`config.mk`:
```
export PLATFORM = sky130hd
export DESIGN_NAME = multi_clock_divider
export DESIGN_NICKNAME = d
export VERILOG_FILES = /design/src/rtl/multi_clock_divider.sv
export SDC_FILE = /design/constraint.sdc
export NUM_CORES = 1
export LEC_CHECK = 0
export CAP_MARGIN = 20
export CORE_MARGIN = 1
export CORE_UTILIZATION = 45
export CTS_BUF_LIST = sky130_fd_sc_hd__clkbuf_8
export CTS_CLUSTER_DIAMETER = 200
export DETAILED_ROUTE_END_ITERATION = 7
export GPL_TIMING_DRIVEN = 0
export SLEW_MARGIN = 20
export SYNTH_ARGS = -nofsm -noshare
export SYNTH_HDL_FRONTEND = slang
export SYNTH_SLANG_ARGS = --single-unit
```
`constraint.sdc`:
```
create_clock -name clk -period 7.9 [get_ports clk]
set_input_delay 1.185 -clock clk [delete_from_list [all_inputs] [get_ports clk]]
set_output_delay 1.185 -clock clk [all_outputs]
set_load 0.1 [all_outputs]
```
`src/rtl/multi_clock_divider.sv`:
```
// Multi-channel programmable clock divider: per-channel period/high-time with
// double-buffered configuration that only takes effect at a period boundary.
module multi_clock_divider #(
    parameter int unsigned NUM_CH     = 4,
    parameter int unsigned CNT_W      = 26,
    parameter int unsigned RST_PERIOD = 50000000,
    parameter int unsigned RST_HIGH   = 25000000,
    localparam int unsigned CH_W      = (NUM_CH > 1) ? $clog2(NUM_CH) : 1
) (
    input  logic              clk,
    input  logic              reset,
    input  logic              cfg_valid,
    input  logic [CH_W-1:0]   cfg_ch,
    input  logic [CNT_W-1:0]  cfg_period,
    input  logic [CNT_W-1:0]  cfg_high,
    output logic              cfg_ready,
    input  logic [NUM_CH-1:0] en,
    output logic [NUM_CH-1:0] outClk,
    output logic [NUM_CH-1:0] tick
);

    logic [NUM_CH-1:0] pend_vec;

    // Out-of-range channel indices are always ready so such writes drain harmlessly.
    always_comb begin
        cfg_ready = 1'b1;
        for (int unsigned k = 0; k < NUM_CH; k++) begin
            if (cfg_ch == CH_W'(k)) begin
                cfg_ready = ~pend_vec[k];
            end
        end
    end

    for (genvar i = 0; i < NUM_CH; i++) begin : g_ch
        logic [CNT_W-1:0] cnt_q,   cnt_d;
        logic [CNT_W-1:0] per_q,   per_d;
        logic [CNT_W-1:0] high_q,  high_d;
        logic [CNT_W-1:0] sper_q,  sper_d;
        logic [CNT_W-1:0] shigh_q, shigh_d;
        logic             pend_q,  pend_d;
        logic             out_q,   out_d;
        logic             tick_q,  tick_d;
        logic             acc_c;
        logic             wrap_c;
        logic [CNT_W-1:0] last_c;

        // Periods below 2 behave as 2, so the last count is never below 1.
        always_comb begin
            acc_c  = cfg_valid & (cfg_ch == CH_W'(i)) & ~pend_q;
            last_c = (per_q < CNT_W'(2)) ? CNT_W'(1) : per_q - CNT_W'(1);
            wrap_c = en[i] & (cnt_q == last_c);
        end

        always_comb begin
            cnt_d   = cnt_q;
            per_d   = per_q;
            high_d  = high_q;
            sper_d  = sper_q;
            shigh_d = shigh_q;
            pend_d  = pend_q;
            out_d   = 1'b0;
            tick_d  = 1'b0;

            if (en[i]) begin
                out_d  = (cnt_q < high_q);
                tick_d = (cnt_q == '0);
                cnt_d  = wrap_c ? '0 : cnt_q + CNT_W'(1);
            end else begin
                cnt_d = '0;
            end

            // pend_q only reflects writes accepted on an earlier edge, so a write
            // coinciding with a wrap waits for the following wrap.
            if (pend_q && (wrap_c || !en[i])) begin
                per_d  = sper_q;
                high_d = shigh_q;
                pend_d = 1'b0;
            end

            if (acc_c) begin
                sper_d  = cfg_period;
                shigh_d = cfg_high;
                pend_d  = 1'b1;
            end
        end

        always_ff @(posedge clk) begin
            if (reset) begin
                cnt_q   <= '0;
                per_q   <= CNT_W'(RST_PERIOD);
                high_q  <= CNT_W'(RST_HIGH);
                sper_q  <= CNT_W'(RST_PERIOD);
                shigh_q <= CNT_W'(RST_HIGH);
                pend_q  <= 1'b0;
                out_q   <= 1'b0;
                tick_q  <= 1'b0;
            end else begin
                cnt_q   <= cnt_d;
                per_q   <= per_d;
                high_q  <= high_d;
                sper_q  <= sper_d;
                shigh_q <= shigh_d;
                pend_q  <= pend_d;
                out_q   <= out_d;
                tick_q  <= tick_d;
            end
        end

        assign pend_vec[i] = pend_q;
        assign outClk[i]   = out_q;
        assign tick[i]     = tick_q;
    end

endmodule
```
# After elaboration in Yosys (flattened, before gate mapping)
# Cells that the tools add are included.
# W data, S select, Z words.
[op_classes]
n_lt_le_gt_ge = 8
multipliers = 0
n_bitwise = 20
add_sub_neg = 8
div_mod_pow = 0
shifts = 0
n_eq_ne = 7
reduce_logical = 29
muxes = 16
[ops]
columns = ["cell", "count"]
rows = [
  ["$add A26 B1 Y26 const B", 4],
  ["$eq A26 B26 Y1", 4],
  ["$logic_not A26 Y1", 4],
  ["$lt A26 B2 Y1 const B", 4],
  ["$lt A26 B26 Y1", 4],
  ["$mux W26", 4],
  ["$sub A26 B1 Y26 const B", 4],
  ["$and A1 B1 Y1", 12],
  ["$mux W1", 12],
  ["$reduce_or A3 Y1", 4],
  ["$not A1 Y1", 8],
  ["$reduce_bool A2 Y1", 4],
  ["$reduce_or A2 Y1", 4],
  ["$eq A2 B2 Y1 const B", 2],
  ["$logic_and A1 B1 Y1", 4],
  ["$logic_not A1 Y1", 4],
  ["$logic_or A1 B1 Y1", 4],
  ["$eq A2 B1 Y1 const B", 1],
  ["$logic_not A2 Y1", 1],
]
[word_totals]
mem_bits_rw = 0
n_memories = 0
mem_bits_ro = 0
input_bits = 61
out_inout_bits = 9
latch_bits = 0
elab_cells = 120
reg_bits = 532

# Longest topological paths before layout
[logic_depth]
depth_word = 8
depth_mapped = 14
ltp_nobuf = 11

# Least setup slack after synthesis
# Ideal clock, no wire load.
[synth_path]
path_type = "in2out"
start = "input port cfg_ch[1]"
end = "output port cfg_ready"
path_slack_ns = 3.249
cell_stages = 2
n_path_buf = 1
arrival_time_ns = 3.466
t_required_ns = 6.715
cell_sequence = "clkbuf_1 -> o21ai_0"
[synth_via]
elab_chain_len = 5
word_cells_on_any_way = 8
classes_between = "eq/ne: 3; mux: 4; reduce/logical: 1"
[synth_rtl]
columns = ["element", "line", "rtl"]
rows = [
  ["from (decl)", "13", "input logic [CH_W-1:0] cfg_ch,"],
  ["$logic_not A2 Y1", "28", "if (cfg_ch == CH_W'(k)) begin"],
  ["$mux W1 (3 in series)", "28", ""],
  ["$mux W1 (*)", "28", ""],
  ["to (decl)", "16", "output logic cfg_ready,"],
]
# Mark *: on every way between the ends. The rest lies on a longest branch, timed or not.

# Worst setup path in the final report
[layout_path]
start = "register g_ch[1].per_q[2]"
end = "register g_ch[1].high_q[4]"
[layout_via]
elab_chain_len = 6
word_cells_on_any_way = 7
classes_between = "add/sub: 1; order compare: 1; eq/ne: 1; mux: 1; bitwise: 1; reduce/logical: 2"
[layout_rtl]
columns = ["element", "line", "rtl"]
rows = [
  ["from (decl)", "36", "logic [CNT_W-1:0] per_q, per_d;"],
  ["from (signal assigned)", "90", "per_q <= CNT_W'(RST_PERIOD);"],
  ["from (signal assigned)", "99", "per_q <= per_d;"],
  ["$sub A26 B1 Y26 / $lt A26 B2 Y1 (equally long branches)", "50", "last_c = (per_q < CNT_W'(2)) ? CNT_W'(1) : per_q - CNT_W'(1);"],
  ["$mux W26 (*)", "50", ""],
  ["$eq A26 B26 Y1 (*)", "51", "wrap_c = en[i] & (cnt_q == last_c);"],
  ["$and A1 B1 Y1 (*)", "51", ""],
  ["$logic_or A1 B1 Y1 (*)", "74", "if (pend_q && (wrap_c || !en[i])) begin"],
  ["$logic_and A1 B1 Y1 (*)", "74", ""],
  ["to (signal assigned)", "91", "high_q <= CNT_W'(RST_HIGH);"],
  ["to (signal assigned)", "100", "high_q <= high_d;"],
  ["to (decl)", "37", "logic [CNT_W-1:0] high_q, high_d;"],
]
# Marks and branches as above.
# A chain may end at the register's enable or synchronous reset.

==> results.sh <==
export IMPL_num_rows=90
export IMPL_place_congestion=0.9204
export IMPL_fin_crit_sh_pct=62.99
export IMPL_hold_depth=2
export IMPL_crit_path_cell_trace="clkbuf_1 -> or4_1 -> or4_4 -> or3_1 -> clkbuf_1 -> or4_1 -> a221o_1 -> or4b_1 -> o41ai_4 -> buf_6 -> buf_6 -> mux2i_1 -> nor2_1"
export IMPL_antenna_found_initial=3
export IMPL_slew_violations=0
export IMPL_grt_usage_pct=27.83
export IMPL_yosys_area_share_simple_pct=28.06
export IMPL_gr_total_overflow=0
export IMPL_synth_top_cell_area_share_pct=38.50
export IMPL_synthMuxAreaShare_pct=6.992
export IMPL_cts_root_buf="clkbuf_8"
export IMPL_synth_cell_types=75
export IMPL_total_leakage_power_nw=11.77
export IMPL_wirelength_um=88680
export IMPL_synthAdderAreaFrac_pct=5.066
export IMPL_cts_tree="done"
export IMPL_critPathBufInv=4
export IMPL_max_freq_ghz=0.2010
export IMPL_end_kind="flip-flop"
export IMPL_postCtsHoldBufs=0
export IMPL_hold_path_class="flip-flop to flip-flop"
export IMPL_cts_htree_levels=3
export IMPL_die_height_um=249.9
export IMPL_yosys_warnings=0
export IMPL_areaGrowthSynthToFinish_pct=12.58
export IMPL_worstSetupPathDepth=13
export IMPL_worst_skew_pair_late_latency_ns=0.72
export IMPL_path_clk_slew_ns=0.06
export IMPL_ys_seq_elements=532
export IMPL_grt_pass1_vias=23550
export IMPL_ir_drop_uv=117.5
export IMPL_via_per_inst=5.615
export IMPL_path_class="flip-flop to flip-flop"
export IMPL_cts_made_buffers=91
export IMPL_drt_iter0_markers=1891
export IMPL_start_util_pct=45.66
export IMPL_yosys_area_top_type="dfxtp_1"
export IMPL_wl_met3_um=6589
export IMPL_finalHoldViolCount=0
export IMPL_core_mm2=0.06058
export IMPL_drc=0
export IMPL_ys_seq_area_share_pct=38.50
export IMPL_rsz0062_at_grt="no"
export IMPL_finalNonFillerCells=4410
export IMPL_critical_path_slowest_cell="or4b_1"
export IMPL_synth_edf_count=0
export IMPL_powerDensity_mw_per_mm2=182.1
export IMPL_io_pins=70
export IMPL_syn_mean_instance_area_um2=8.136
export IMPL_ant_nets=0
export IMPL_required_ns=8.48
export IMPL_relSlewSlack_pct=34.51
export IMPL_wire_per_inst_um=20.11
export IMPL_maxCapViolCount=0
export IMPL_syn_inst=3400
export IMPL_wl_met2_um=40300
export IMPL_nets=3735
export IMPL_synthTopCellsByArea="dfxtp_1 38%, mux2i_1 6.9%, nand2_1 6.8%, nor2_1 5.4%, ha_1 5.1%"
export IMPL_syn_area_mm2=0.02766
export IMPL_skew_ns=0.04059
export IMPL_die_x_um=249.9
export IMPL_hpwl_um=67400
export IMPL_drive_gt1_share_pct=4.797
export IMPL_grt_pass1_wl_um=135500
export IMPL_dp_cells=4251
export IMPL_synth_compound_gate_area_share_pct=10.03
export IMPL_post_cts_buffers=0
export IMPL_worst_slack_ns=2.924
export IMPL_arrival_ns=5.55
export IMPL_wl_met1_um=39480
export IMPL_cts_resized=0
export IMPL_cp_start_kind="flip-flop"
export IMPL_firstDrtPassIters=6
export IMPL_cp_max_fo=10
export IMPL_fin_crit_ns=4.976
export IMPL_critPathMaxStageDelay_ns=0.63
export IMPL_tightest_slew_ns=0.9749
export IMPL_grt_max_degree=14
export IMPL_worst_path_dominant_cell_family="simple AND/OR/NAND/NOR gates"
export IMPL_async_flop_share_pct=0
export IMPL_utilization_pct=51.41
export IMPL_reg2reg_depth=13
export IMPL_fin_hold_ws_ns=0.4580
export IMPL_synth_top_family_by_area="simple AND/OR/NAND/NOR gates"
export IMPL_cts_buffer_depth=3
export IMPL_cts_sinks=532
export IMPL_dr_max_layer_used="met4"
export IMPL_dieArea_mm2=0.06247
export IMPL_route_vias_total=24760
export IMPL_port_buffers=68
export IMPL_synth_ff_type="dfxtp_1"
export IMPL_outcome="completed"
export IMPL_setup_viol=0
export IMPL_setup_tns_ns=0
export IMPL_synth_xor_area_share_pct=6.128
export IMPL_pre_cts_ws_ns=2.822
export IMPL_synth_nets=3573
-- routing by layer --
layer,vias up,track usage [%]
li1,11910,-
met1,11900,37.13
met2,794,45.44
met3,165,5.152
met4,0,8.519
met5,-,0
-- Yosys cell counts, drive strengths merged, types with 5 or more instances --
master / count
a2111oi: 11
a211o: 16
a211oi: 8
a21o: 42
a21oi: 170
a221oi: 5
a22oi: 5
a31oi: 7
a32oi: 6
and3: 32
and4: 6
buf: 31
clkbuf: 195
dfxtp: 532
ha: 112
inv: 140
mux2i: 191
nand2: 502
nand2b: 186
nand3: 67
nand3b: 103
nand4: 51
nand4b: 5
nor2: 397
nor2b: 27
nor3: 67
nor3b: 11
nor4: 55
nor4b: 5
o2111ai: 5
o211ai: 12
o21a: 5
o21ai: 49
o22ai: 5
o31a: 9
o31ai: 20
o32ai: 6
o41ai: 5
or2: 8
or3: 29
or4: 26
xnor2: 94
xor2: 89
-- logic make-up after synthesis --
| kind of cell | after synthesis |
|---|---|
| xor gates and xnor gates | 187 |
| muxes | 193 |
| AOI/OAI and AO/OA | 422 |
| and+or+nand+nor | 1588 |
| DFF | 532 |
| adders and majority gates | 112 |
| buffers and inverters | 366 |
-- placed cells by master, fill, tap and decap left out, drive strengths merged, types with 8 or more instances in the layout --
| cell | netlist | routed |
|---|---|---|
| dfxtp | 532 | 532 |
| nand2 | 502 | 502 |
| nor2 | 397 | 397 |
| clkbuf | 195 | 308 |
| mux2i | 191 | 191 |
| nand2b | 186 | 186 |
| a21oi | 170 | 170 |
| inv | 140 | 170 |
| ha | 112 | 112 |
| nand3b | 103 | 103 |
| xnor2 | 94 | 94 |
| xor2 | 89 | 89 |
| clkdlybuf4s50 | 0 | 68 |
| nor3 | 67 | 67 |
| nand3 | 67 | 67 |
| nor4 | 55 | 55 |
| nand4 | 51 | 51 |
| o21ai | 49 | 49 |
| a21o | 42 | 42 |
| and3 | 32 | 32 |
| buf | 31 | 32 |
| or3 | 29 | 29 |
| nor2b | 27 | 27 |
| or4 | 26 | 26 |
| o31ai | 20 | 20 |
| a211o | 16 | 16 |
| clkinv | 0 | 14 |
| o211ai | 12 | 12 |
| a2111oi | 11 | 11 |
| nor3b | 11 | 11 |
| o31a | 9 | 9 |
| or2 | 8 | 8 |
| a211oi | 8 | 8 |
-- path summary, 6_finish.rpt --
check	startpoint	to	slack, ns
setup / recovery	g_ch[1].per_q[2]	g_ch[1].high_q[4]	2.92
hold / removal	g_ch[0].sper_q[16]	g_ch[0].sper_q[16]	0.46
setup reg to reg	g_ch[1].per_q[2]	g_ch[1].high_q[4]	2.92
hold reg to reg	g_ch[0].sper_q[16]	g_ch[0].sper_q[16]	0.46
-- final cells by class --
class,count,area (µm²)
Fill cell,5933,29440
Multi-Input combinational cell,2502,15570
Sequential cell,532,10650
Clock buffer,113,1555
Tap cell,782,978.4
Buffer,226,919.6
Timing Repair Buffer,69,685.7
Inverter,140,525.5
Clock inverter,45,252.7
Antenna cell,1,2.502
-- worst register-to-register path, delay by kind of cell, from the launching register on --
family / cells / cell delay (ns)
simple gates: 6 / 2.65
compound gates: 2 / 0.85
buf+inv: 4 / 0.81
flops: 1 / 0.30
mux: 1 / 0.25
-- through the flow --
step           cell area [µm²]  power [W]
3_3_place_gp             29320   0.003208
6_report                 31140   0.005673
4_1_cts                  31140   0.005707
5_1_grt                  31140   0.005868
2_1_floorplan            27660   0.003044
3_5_place_dp             29330   0.003216
-- state kept, by name, indices dropped and copies added, names as in the netlist --
name / flops
g_ch.per_q: 104
g_ch.sper_q: 104
g_ch.out_q: 4
g_ch.tick_q: 4
g_ch.shigh_q: 104
g_ch.cnt_q: 104
g_ch.pend_q: 4
g_ch.high_q: 104
-- power by group --
| part | internal [W] | switching (W) | total [W] |
|---|---|---|---|
| sequential | 0.00274 | 0.0000377 | 0.00278 |
| combinational | 0.000133 | 0.000256 | 0.000389 |
| clock | 0.00132 | 0.00118 | 0.00251 |
No activity file was read; power rests on OpenSTA's default activity.
